File: src/rtl/ma_load_unit_if.sv
// Handshake and bus bundle between the MA stage/LSU and the load completion unit.
// master = MA stage / LSU side, slave = ma_load_unit.
interface ma_load_unit_if #(
  parameter int unsigned CE_CNT_W = 8
);
  logic                s_flush_i;
  logic                s_req_i;
  logic [2:0]          s_funct_i;
  logic [1:0]          s_addr_i;
  logic                s_dp_ready_i;
  logic                s_dp_hresp_i;
  logic                s_dp_save_i;
  logic [31:0]         s_dp_data_i;
  logic [31:0]         s_fixed_data_i;
  logic [1:0]          s_einfo_i;
  logic                s_wb_ready_i;
  logic [31:0]         s_read_data_o;
  logic                s_wb_valid_o;
  logic [31:0]         s_wb_data_o;
  logic                s_exc_o;
  logic [1:0]          s_exc_cause_o;
  logic                s_stall_o;
  logic [CE_CNT_W-1:0] s_ce_cnt_o;

  modport master (
    output s_flush_i, s_req_i, s_funct_i, s_addr_i, s_dp_ready_i, s_dp_hresp_i,
           s_dp_save_i, s_dp_data_i, s_fixed_data_i, s_einfo_i, s_wb_ready_i,
    input  s_read_data_o, s_wb_valid_o, s_wb_data_o, s_exc_o, s_exc_cause_o,
           s_stall_o, s_ce_cnt_o
  );

  modport slave (
    input  s_flush_i, s_req_i, s_funct_i, s_addr_i, s_dp_ready_i, s_dp_hresp_i,
           s_dp_save_i, s_dp_data_i, s_fixed_data_i, s_einfo_i, s_wb_ready_i,
    output s_read_data_o, s_wb_valid_o, s_wb_data_o, s_exc_o, s_exc_cause_o,
           s_stall_o, s_ce_cnt_o
  );
endinterface

File: src/rtl/ma_load_unit.sv
// Load completion unit: captures the bus word, takes the SECDED-corrected word back,
// then aligns/extends it and presents it (or an exception) to write-back.
module ma_load_unit #(
  parameter int unsigned CE_CNT_W = 8
) (
  input  logic           s_clk_i,
  input  logic           s_rst_i,
  ma_load_unit_if.slave  bus
);
  typedef enum logic [1:0] {IDLE, CHECK, RESP} state_e;

  state_e              state_q, state_d;
  logic [31:0]         read_data_q, read_data_d;
  logic [31:0]         wb_data_q, wb_data_d;
  logic                wb_valid_q, wb_valid_d;
  logic                exc_q, exc_d;
  logic [1:0]          cause_q, cause_d;
  logic [CE_CNT_W-1:0] ce_cnt_q, ce_cnt_d;
  logic [2:0]          funct_q, funct_d;
  logic [1:0]          addr_q, addr_d;

  logic                misaligned;
  logic [31:0]         shifted;
  logic [7:0]          byte_v;
  logic [15:0]         half_v;
  logic [31:0]         fmt_data;

  always_comb begin
    unique case (bus.s_funct_i[1:0])
      2'b01:   misaligned = bus.s_addr_i[0];
      2'b10:   misaligned = |bus.s_addr_i;
      2'b11:   misaligned = 1'b1;
      default: misaligned = 1'b0;
    endcase
  end

  // Formatting uses size/offset latched at capture, since the corrected word
  // arrives one cycle after the data phase.
  always_comb begin
    shifted = bus.s_fixed_data_i >> {addr_q, 3'b000};
    byte_v  = shifted[7:0];
    half_v  = addr_q[1] ? bus.s_fixed_data_i[31:16] : bus.s_fixed_data_i[15:0];
    unique case (funct_q[1:0])
      2'b00:   fmt_data = {{24{byte_v[7] & ~funct_q[2]}}, byte_v};
      2'b01:   fmt_data = {{16{half_v[15] & ~funct_q[2]}}, half_v};
      default: fmt_data = bus.s_fixed_data_i;
    endcase
  end

  always_comb begin
    state_d     = state_q;
    read_data_d = read_data_q;
    wb_data_d   = wb_data_q;
    wb_valid_d  = wb_valid_q;
    exc_d       = exc_q;
    cause_d     = cause_q;
    ce_cnt_d    = ce_cnt_q;
    funct_d     = funct_q;
    addr_d      = addr_q;
    if (bus.s_flush_i) begin
      state_d    = IDLE;
      wb_valid_d = 1'b0;
      exc_d      = 1'b0;
      cause_d    = 2'b00;
      wb_data_d  = '0;
    end else begin
      unique case (state_q)
        IDLE: begin
          if (bus.s_req_i) begin
            if (misaligned) begin
              state_d    = RESP;
              wb_valid_d = 1'b1;
              exc_d      = 1'b1;
              cause_d    = 2'b11;
              wb_data_d  = '0;
            end else if (bus.s_dp_ready_i && bus.s_dp_hresp_i) begin
              state_d    = RESP;
              wb_valid_d = 1'b1;
              exc_d      = 1'b1;
              cause_d    = 2'b01;
              wb_data_d  = '0;
            end else if (bus.s_dp_ready_i && bus.s_dp_save_i) begin
              state_d     = CHECK;
              read_data_d = bus.s_dp_data_i;
              funct_d     = bus.s_funct_i;
              addr_d      = bus.s_addr_i;
            end
          end
        end
        CHECK: begin
          state_d    = RESP;
          wb_valid_d = 1'b1;
          if (bus.s_einfo_i[0]) begin
            exc_d     = 1'b1;
            cause_d   = 2'b10;
            wb_data_d = '0;
          end else begin
            exc_d     = 1'b0;
            cause_d   = 2'b00;
            wb_data_d = fmt_data;
            if (bus.s_einfo_i[1] && (ce_cnt_q != '1))
              ce_cnt_d = ce_cnt_q + CE_CNT_W'(1);
          end
        end
        RESP: begin
          if (bus.s_wb_ready_i) begin
            state_d    = IDLE;
            wb_valid_d = 1'b0;
            exc_d      = 1'b0;
            cause_d    = 2'b00;
            wb_data_d  = '0;
          end
        end
        default: state_d = IDLE;
      endcase
    end
  end

  always_ff @(posedge s_clk_i or posedge s_rst_i) begin
    if (s_rst_i) begin
      state_q     <= IDLE;
      read_data_q <= '0;
      wb_data_q   <= '0;
      wb_valid_q  <= 1'b0;
      exc_q       <= 1'b0;
      cause_q     <= 2'b00;
      ce_cnt_q    <= '0;
      funct_q     <= '0;
      addr_q      <= '0;
    end else begin
      state_q     <= state_d;
      read_data_q <= read_data_d;
      wb_data_q   <= wb_data_d;
      wb_valid_q  <= wb_valid_d;
      exc_q       <= exc_d;
      cause_q     <= cause_d;
      ce_cnt_q    <= ce_cnt_d;
      funct_q     <= funct_d;
      addr_q      <= addr_d;
    end
  end

  assign bus.s_read_data_o = read_data_q;
  assign bus.s_wb_valid_o  = wb_valid_q;
  assign bus.s_wb_data_o   = wb_data_q;
  assign bus.s_exc_o       = exc_q;
  assign bus.s_exc_cause_o = cause_q;
  assign bus.s_ce_cnt_o    = ce_cnt_q;
  assign bus.s_stall_o     = bus.s_req_i & ~((state_q == RESP) & bus.s_wb_ready_i);
endmodule

File: src/flat_wrapper.sv
// flat-port wrapper written by rule: the top's interface ports become plain ports
module ma_load_unit_flat 
#(
  parameter int unsigned CE_CNT_W = 8
)
  (s_clk_i, s_rst_i, bus_s_flush_i, bus_s_req_i, bus_s_funct_i, bus_s_addr_i, bus_s_dp_ready_i, bus_s_dp_hresp_i, bus_s_dp_save_i, bus_s_dp_data_i, bus_s_fixed_data_i, bus_s_einfo_i, bus_s_wb_ready_i, bus_s_read_data_o, bus_s_wb_valid_o, bus_s_wb_data_o, bus_s_exc_o, bus_s_exc_cause_o, bus_s_stall_o, bus_s_ce_cnt_o);
  ma_load_unit_if #(.CE_CNT_W(CE_CNT_W)) bus_i ();
  input  logic s_clk_i;
  input  logic s_rst_i;
  input wire logic [$bits(bus_i.s_flush_i)-1:0] bus_s_flush_i;
  input wire logic [$bits(bus_i.s_req_i)-1:0] bus_s_req_i;
  input wire logic [$bits(bus_i.s_funct_i)-1:0] bus_s_funct_i;
  input wire logic [$bits(bus_i.s_addr_i)-1:0] bus_s_addr_i;
  input wire logic [$bits(bus_i.s_dp_ready_i)-1:0] bus_s_dp_ready_i;
  input wire logic [$bits(bus_i.s_dp_hresp_i)-1:0] bus_s_dp_hresp_i;
  input wire logic [$bits(bus_i.s_dp_save_i)-1:0] bus_s_dp_save_i;
  input wire logic [$bits(bus_i.s_dp_data_i)-1:0] bus_s_dp_data_i;
  input wire logic [$bits(bus_i.s_fixed_data_i)-1:0] bus_s_fixed_data_i;
  input wire logic [$bits(bus_i.s_einfo_i)-1:0] bus_s_einfo_i;
  input wire logic [$bits(bus_i.s_wb_ready_i)-1:0] bus_s_wb_ready_i;
  output wire logic [$bits(bus_i.s_read_data_o)-1:0] bus_s_read_data_o;
  output wire logic [$bits(bus_i.s_wb_valid_o)-1:0] bus_s_wb_valid_o;
  output wire logic [$bits(bus_i.s_wb_data_o)-1:0] bus_s_wb_data_o;
  output wire logic [$bits(bus_i.s_exc_o)-1:0] bus_s_exc_o;
  output wire logic [$bits(bus_i.s_exc_cause_o)-1:0] bus_s_exc_cause_o;
  output wire logic [$bits(bus_i.s_stall_o)-1:0] bus_s_stall_o;
  output wire logic [$bits(bus_i.s_ce_cnt_o)-1:0] bus_s_ce_cnt_o;
  assign bus_i.s_flush_i = bus_s_flush_i;
  assign bus_i.s_req_i = bus_s_req_i;
  assign bus_i.s_funct_i = bus_s_funct_i;
  assign bus_i.s_addr_i = bus_s_addr_i;
  assign bus_i.s_dp_ready_i = bus_s_dp_ready_i;
  assign bus_i.s_dp_hresp_i = bus_s_dp_hresp_i;
  assign bus_i.s_dp_save_i = bus_s_dp_save_i;
  assign bus_i.s_dp_data_i = bus_s_dp_data_i;
  assign bus_i.s_fixed_data_i = bus_s_fixed_data_i;
  assign bus_i.s_einfo_i = bus_s_einfo_i;
  assign bus_i.s_wb_ready_i = bus_s_wb_ready_i;
  assign bus_s_read_data_o = bus_i.s_read_data_o;
  assign bus_s_wb_valid_o = bus_i.s_wb_valid_o;
  assign bus_s_wb_data_o = bus_i.s_wb_data_o;
  assign bus_s_exc_o = bus_i.s_exc_o;
  assign bus_s_exc_cause_o = bus_i.s_exc_cause_o;
  assign bus_s_stall_o = bus_i.s_stall_o;
  assign bus_s_ce_cnt_o = bus_i.s_ce_cnt_o;
  ma_load_unit #(.CE_CNT_W(CE_CNT_W)) u_core (.s_clk_i(s_clk_i), .s_rst_i(s_rst_i), .bus(bus_i));
endmodule
File: config.mk
export PLATFORM = sky130hd
export DESIGN_NAME = ma_load_unit_flat
export DESIGN_NICKNAME = d
export VERILOG_FILES = /design/src/rtl/ma_load_unit_if.sv /design/src/rtl/ma_load_unit.sv /design/src/flat_wrapper.sv
export SDC_FILE = /design/constraint.sdc
export NUM_CORES = 1
export LEC_CHECK = 0
export ABC_AREA = 1
export ABC_CLOCK_PERIOD_IN_PS = 3800
export CAP_MARGIN = 20
export CORE_ASPECT_RATIO = 1.1
export CORE_MARGIN = 3
export CORE_UTILIZATION = 45
export DETAILED_ROUTE_END_ITERATION = 10
export PLACE_DENSITY = 0.82
export SYNTH_ARGS = -nofsm -noshare
export SYNTH_HDL_FRONTEND = slang
export SYNTH_SLANG_ARGS = --single-unit
File: constraint.sdc
create_clock -name s_clk_i -period 3.8 [get_ports s_clk_i]
set_input_delay 1.14 -clock s_clk_i [delete_from_list [all_inputs] [get_ports s_clk_i]]
set_output_delay 1.14 -clock s_clk_i [all_outputs]
set_load 0.005 [all_outputs]
### Word level (Yosys, flattened, before mapping)

Cells that the tools add are included.

| word-level totals | value |
|---|---|
| register bits | 83 |
| bits of input ports | 79 |
| output and inout bits | 77 |
| word-level logic and storage cells | 75 |

| operators by class | value |
|---|---|
| $add $sub $neg | 1 |
| eq/ne operators | 11 |
| shifts and indexed selects | 1 |
| mux-type cells | 32 |
| bitwise gates (word level) | 10 |
| reduce and logical (&&, ||, !) cells | 11 |

Operators with widths:

| operator | count |
|---|---|
| 2-to-1 mux 32 bit | 6 |
| one-hot mux 32 bit (3 select lines) | 1 |
| one-hot mux 32 bit (2 select lines) | 1 |
| >> shifter 32 x 5 -> 8 bit | 1 |
| 2-to-1 mux 2 bit | 11 |
| 2-to-1 mux 16 bit | 1 |
| one-hot mux 2 bit (3 select lines) | 2 |
| one-hot mux 1 bit (3 select lines) | 3 |
| adder 8 x 1 -> 8 bit, second input constant | 1 |
| inequality test 8 bit, second input constant | 1 |
| AND reduction 4 bit | 2 |
| 2-to-1 mux 1 bit | 7 |
| equality test 2 x 1 -> 1 bit, second input constant | 3 |
| equality test 2 bit, second input constant | 3 |
| inequality test 3 bit, second input constant | 2 |
| NOT 1 bit | 6 |
| AND reduction 6 bit | 1 |
| inequality test 5 x 2 -> 1 bit, second input constant | 1 |
| bitwise AND 1 bit | 4 |
| logical NOT 2 bit | 2 |
| inequality test 4 x 2 -> 1 bit, second input constant | 1 |
| nonzero test 4 bit | 1 |
| logical AND 1 bit | 3 |
| AND reduction 3 bit | 1 |
| OR reduction 2 bit | 1 |

### Depth between registers and ports, before layout

| depth | value |
|---|---|
| depth in word-level cells | 7 |
| gate-level depth with buffers | 11 |
| mapped depth without buffers | 11 |

### Worst setup path before layout

No wires, ideal clock.

| timing | value |
|---|---|
| kind | input to output |
| from | in bus_s_req_i |
| to | out bus_s_stall_o |
| data arrival time | 1.311 ns |
| setup slack | 1.349 ns |
| stages on the path | 2 |
| buffers on the path | 0 |
| cells stage by stage | inv_1 -> a21oi_1 |

| between the ends | value |
|---|---|
| word-level cells in the longest chain between the ends | 1 |

RTL lines:

| what | line | text |
|---|---|---|
| start: declaration | flat_wrapper.sv:11 | `input wire logic [$bits(bus_i.s_req_i)-1:0] bus_s_req_i;` |
| bitwise AND 1 bit | ma_load_unit.sv:149 | `assign bus.s_stall_o = bus.s_req_i & ~((state_q == RESP) & bus.s_wb_ready_i);` |
| end: declaration | flat_wrapper.sv:26 | `output wire logic [$bits(bus_i.s_stall_o)-1:0] bus_s_stall_o;` |

Every way passes these cells.

### Worst setup path in the final report

Ends and elaborated chain as after synthesis.

==> run_results.csv <==
group,metric,value,unit
drt,vias_per_cell,5.03,
final_layout,most-common-layout-cells,"nand2_1, clkdlybuf4s50_1, dfrtp_1",
drt,wl_met1,4.49,mm
cts,cts_made_buffers,9,
pwr,pwr-share-seq,38.4,%
grt,grt_pass1_vias,3999,
drt,first_pass_iters,5,
worst_setup_path,path_cells,"clkdlybuf4s50_1 > inv_1 > a21oi_1 > clkdlybuf4s50_1",
yosys,synth_edf_count,0,
pwr,p_int,2.17,mW
yosys,syn_inst,533,
cts,cts_sinks,83,
yosys,synth.top_cell.area_share,49.1,%
sta,finalHoldViolCount,0,
drt,top_layer_used,"met4",
drt,finalWirelength,11.2,mm
grt,grt_max_degree,65,
sta,slew_headroom,48.3,%
cts,postCtsHoldBufs,0,
outcome,status,"completed",
place,io_buffers,155,
sta,setup_viol,0,
pwr,p_switching,1.23,mW
drt,met3_length,1.29,mm
yosys,synthTopCellsByArea,"dfrtp_1, nand2_1, o21ai_0, inv_1, nand3_1",
final_layout,diodes,0,
yosys,netlist_area,4230,um2
yosys,yosysSeqAreaShare,49.1,%
worst_setup_path,critical_path_class,"in -> out",
pwr,combPwrFrac,41.8,%
yosys,synthFlopType,"dfrtp_1",
sta,rsz0062_at_grt,"false",
grt,antenna_found_initial,0,
sta,setup_slack,397,ps
final_layout,fin_util,66.9,%
cts,cts-resized-gates,0,
sta,fmax,294,MHz
pwr,clkPwrFrac,19.8,%
place,gp_congestion,0.855,
worst_setup_path,r2r-end,"u_core.bus.s_read_data_o[1]",
run,drv_cap,0,
place,pre_cts_slack,388,ps
yosys,synth_cell_types,31,
worst_setup_path,worstSetupEndpoint,"bus_s_stall_o",
sta,slew_viol_final,0,
final_layout,nets,764,
worst_setup_path,slowest_stage,"clkdlybuf4s50_1",
worst_setup_path,cp.required,2660,ps
die,fp-row-count,36,
yosys,synth_top_area_cell,"dfrtp_1",
pwr,max-vdd-ir-drop,0.000362,V
worst_setup_path,reg2reg_from,"u_core.state_q[0]",
grt,grt_pass1_wl,18.6,mm
pwr,p_leak,2.99,nW
cts,cts.clk_slew.worst_paths,80,ps
die,die_w,98.5,um
yosys,postSynthAreaPerCell,7.94,um2
final_layout,final_common_cell,"nand2_1",
grt,grt_overflow,0,
yosys,ys_seq_elements,83,
worst_setup_path,crit_fanout,3,
worst_setup_path,path_common_cell,"clkdlybuf4s50_1",
worst_setup_path,cp-end-kind,"output port",
worst_setup_path,crit_arrival,2260,ps
yosys,synth_nets,616,
final_layout,drive_gt1_share,8.75,%
die,floorplan.initialDensity,47.0,%
sta,fin_tns_setup,0,ps
worst_hold_path,hp-class,"reg -> reg",
yosys,postSynth.asyncResetShare,100,%
worst_setup_path,r2r_slack,1720,ps
grt,grt_use_total,21.6,%
sta,min_period_over_period,89.6,%
pwr,swShare,36.1,%
die,die_h,108,um
cts,cts_tree,"done",
drt,detail_route.iter0.violations,206,
cts,clock_latency,350,ps
die,io_pins,156,
worst_setup_path,startpoint,"bus_s_req_i",
die,die-area,10600,um2
cts,htreeDepth,3,
place,dp_hpwl,8.44,mm
worst_setup_path,worstRegToRegCells,7,
sta,worst_slew_pin_slew,776,ps
cts,post-cts-setup-buffers,0,
drt,wl_per_cell,14.0,um
sta,min_period,3400,ps
sta,fin_skew,12.3,ps
drt,drtAntennaViolNets,0,
drt,met2_length,5.18,mm
drt,dr_total_vias,4027,
cts,clk_path_buf_depth,2,
worst_setup_path,crit_path_max_incr_delay,510,ps
cts,cts-root-buf,"clkbuf_8",
worst_setup_path,startpoint_type,"input port",
yosys,synth_warnings,0,
worst_hold_path,min-delay-start,"u_core.bus.s_wb_data_o[16]",
final_layout,syn_to_final_growth,42.4,%
pwr,powerDensity,564,nW/um2
die,core,9010,um2
drt,drc,0,
[sequential cells by signal, indices dropped and copies added, names as in the netlist]
signal / count
u_core.bus.s_exc_cause_o: 2
u_core.state_q: 2
u_core.addr_q: 2
u_core.bus.s_wb_data_o: 32
u_core.bus.s_ce_cnt_o: 8
u_core.bus.s_exc_o: 1
u_core.bus.s_read_data_o: 32
u_core.bus.s_wb_valid_o: 1
u_core.funct_q: 3
[synthesized netlist by cell type (2+ instances only)]
cell / n
dfrtp_1: 83
nand2_4: 2
ha_1: 4
nand2_2: 2
xnor2_1: 3
buf_4: 2
buf_6: 6
o21ai_0: 52
inv_2: 2
xor2_1: 3
nand3_2: 10
clkbuf_1: 5
a21boi_0: 7
nand4_1: 2
or2_2: 16
nand2_1: 198
nor2_2: 3
nand3_1: 21
a21oi_1: 12
o21ai_1: 9
inv_1: 59
nor2_1: 14
buf_2: 10
[through the flow]
stage	hold WS, ps	std cells	instance area, um2	power, mW
3_5_place_dp	465	784	5810	2.73
3_3_place_gp	462	784	5810	2.69
4_1_cts	486	800	6030	3.43
6_report	482	800	6030	3.40
5_1_grt	513	800	6030	3.64
2_1_floorplan	469	533	4230	2.09
[layer usage]
layer,vias up,global-route usage (%)
met5,-,0
met1,1869,26.9
met3,21,7.06
li1,1948,-
met4,0,8.39
met2,189,34.8
[power groups by stage]
stage | combinational (mW) | sequential, mW | clock [mW]
floorplan | 0.818 | 1.27 | 0
global placement | 1.38 | 1.31 | 0
detailed placement | 1.42 | 1.31 | 0
CTS | 1.43 | 1.31 | 0.690
global route | 1.58 | 1.34 | 0.725
finish | 1.42 | 1.31 | 0.673
[logic make-up after synthesis]
| family | count (synthesis) | share of synthesized area, % |
|---|---|---|
| xor gates and xnor gates | 6 | 1.24 |
| DFF | 83 | 49.1 |
| buffers and inverters | 85 | 9.19 |
| and+or+nand+nor | 273 | 29.1 |
| adders and majority gates | 4 | 1.18 |
| AOI/OAI and AO/OA | 82 | 10.3 |
[final cells by class]
class                   instances  area [um2]
multi-input cells             365        1770
inverters                      62         239
repair buffers                160        1590
flip-flops and latches         83        2080
clock inverters                 3        45.0
clock buffers                  13         169
well taps                     114         143
fillers                       751        2980
[how the worst min path moves through the flow]
stage	to	depth (start not counted)
6_report	u_core.bus.s_wb_data_o[16]	2
5_1_grt	u_core.bus.s_wb_valid_o	2
4_1_cts	u_core.bus.s_wb_data_o[0]	2
3_5_place_dp	u_core.bus.s_wb_data_o[0]	2
3_3_place_gp	u_core.bus.s_wb_data_o[0]	2
2_1_floorplan	u_core.funct_q[0]	2
[worst max-delay path: cells and delay by family]
family                 cells  cell delay [ps]
buffers and inverters      3             1010
AO/OA/AOI/OAI              1              110
Power figures use the tool's default switching activity.
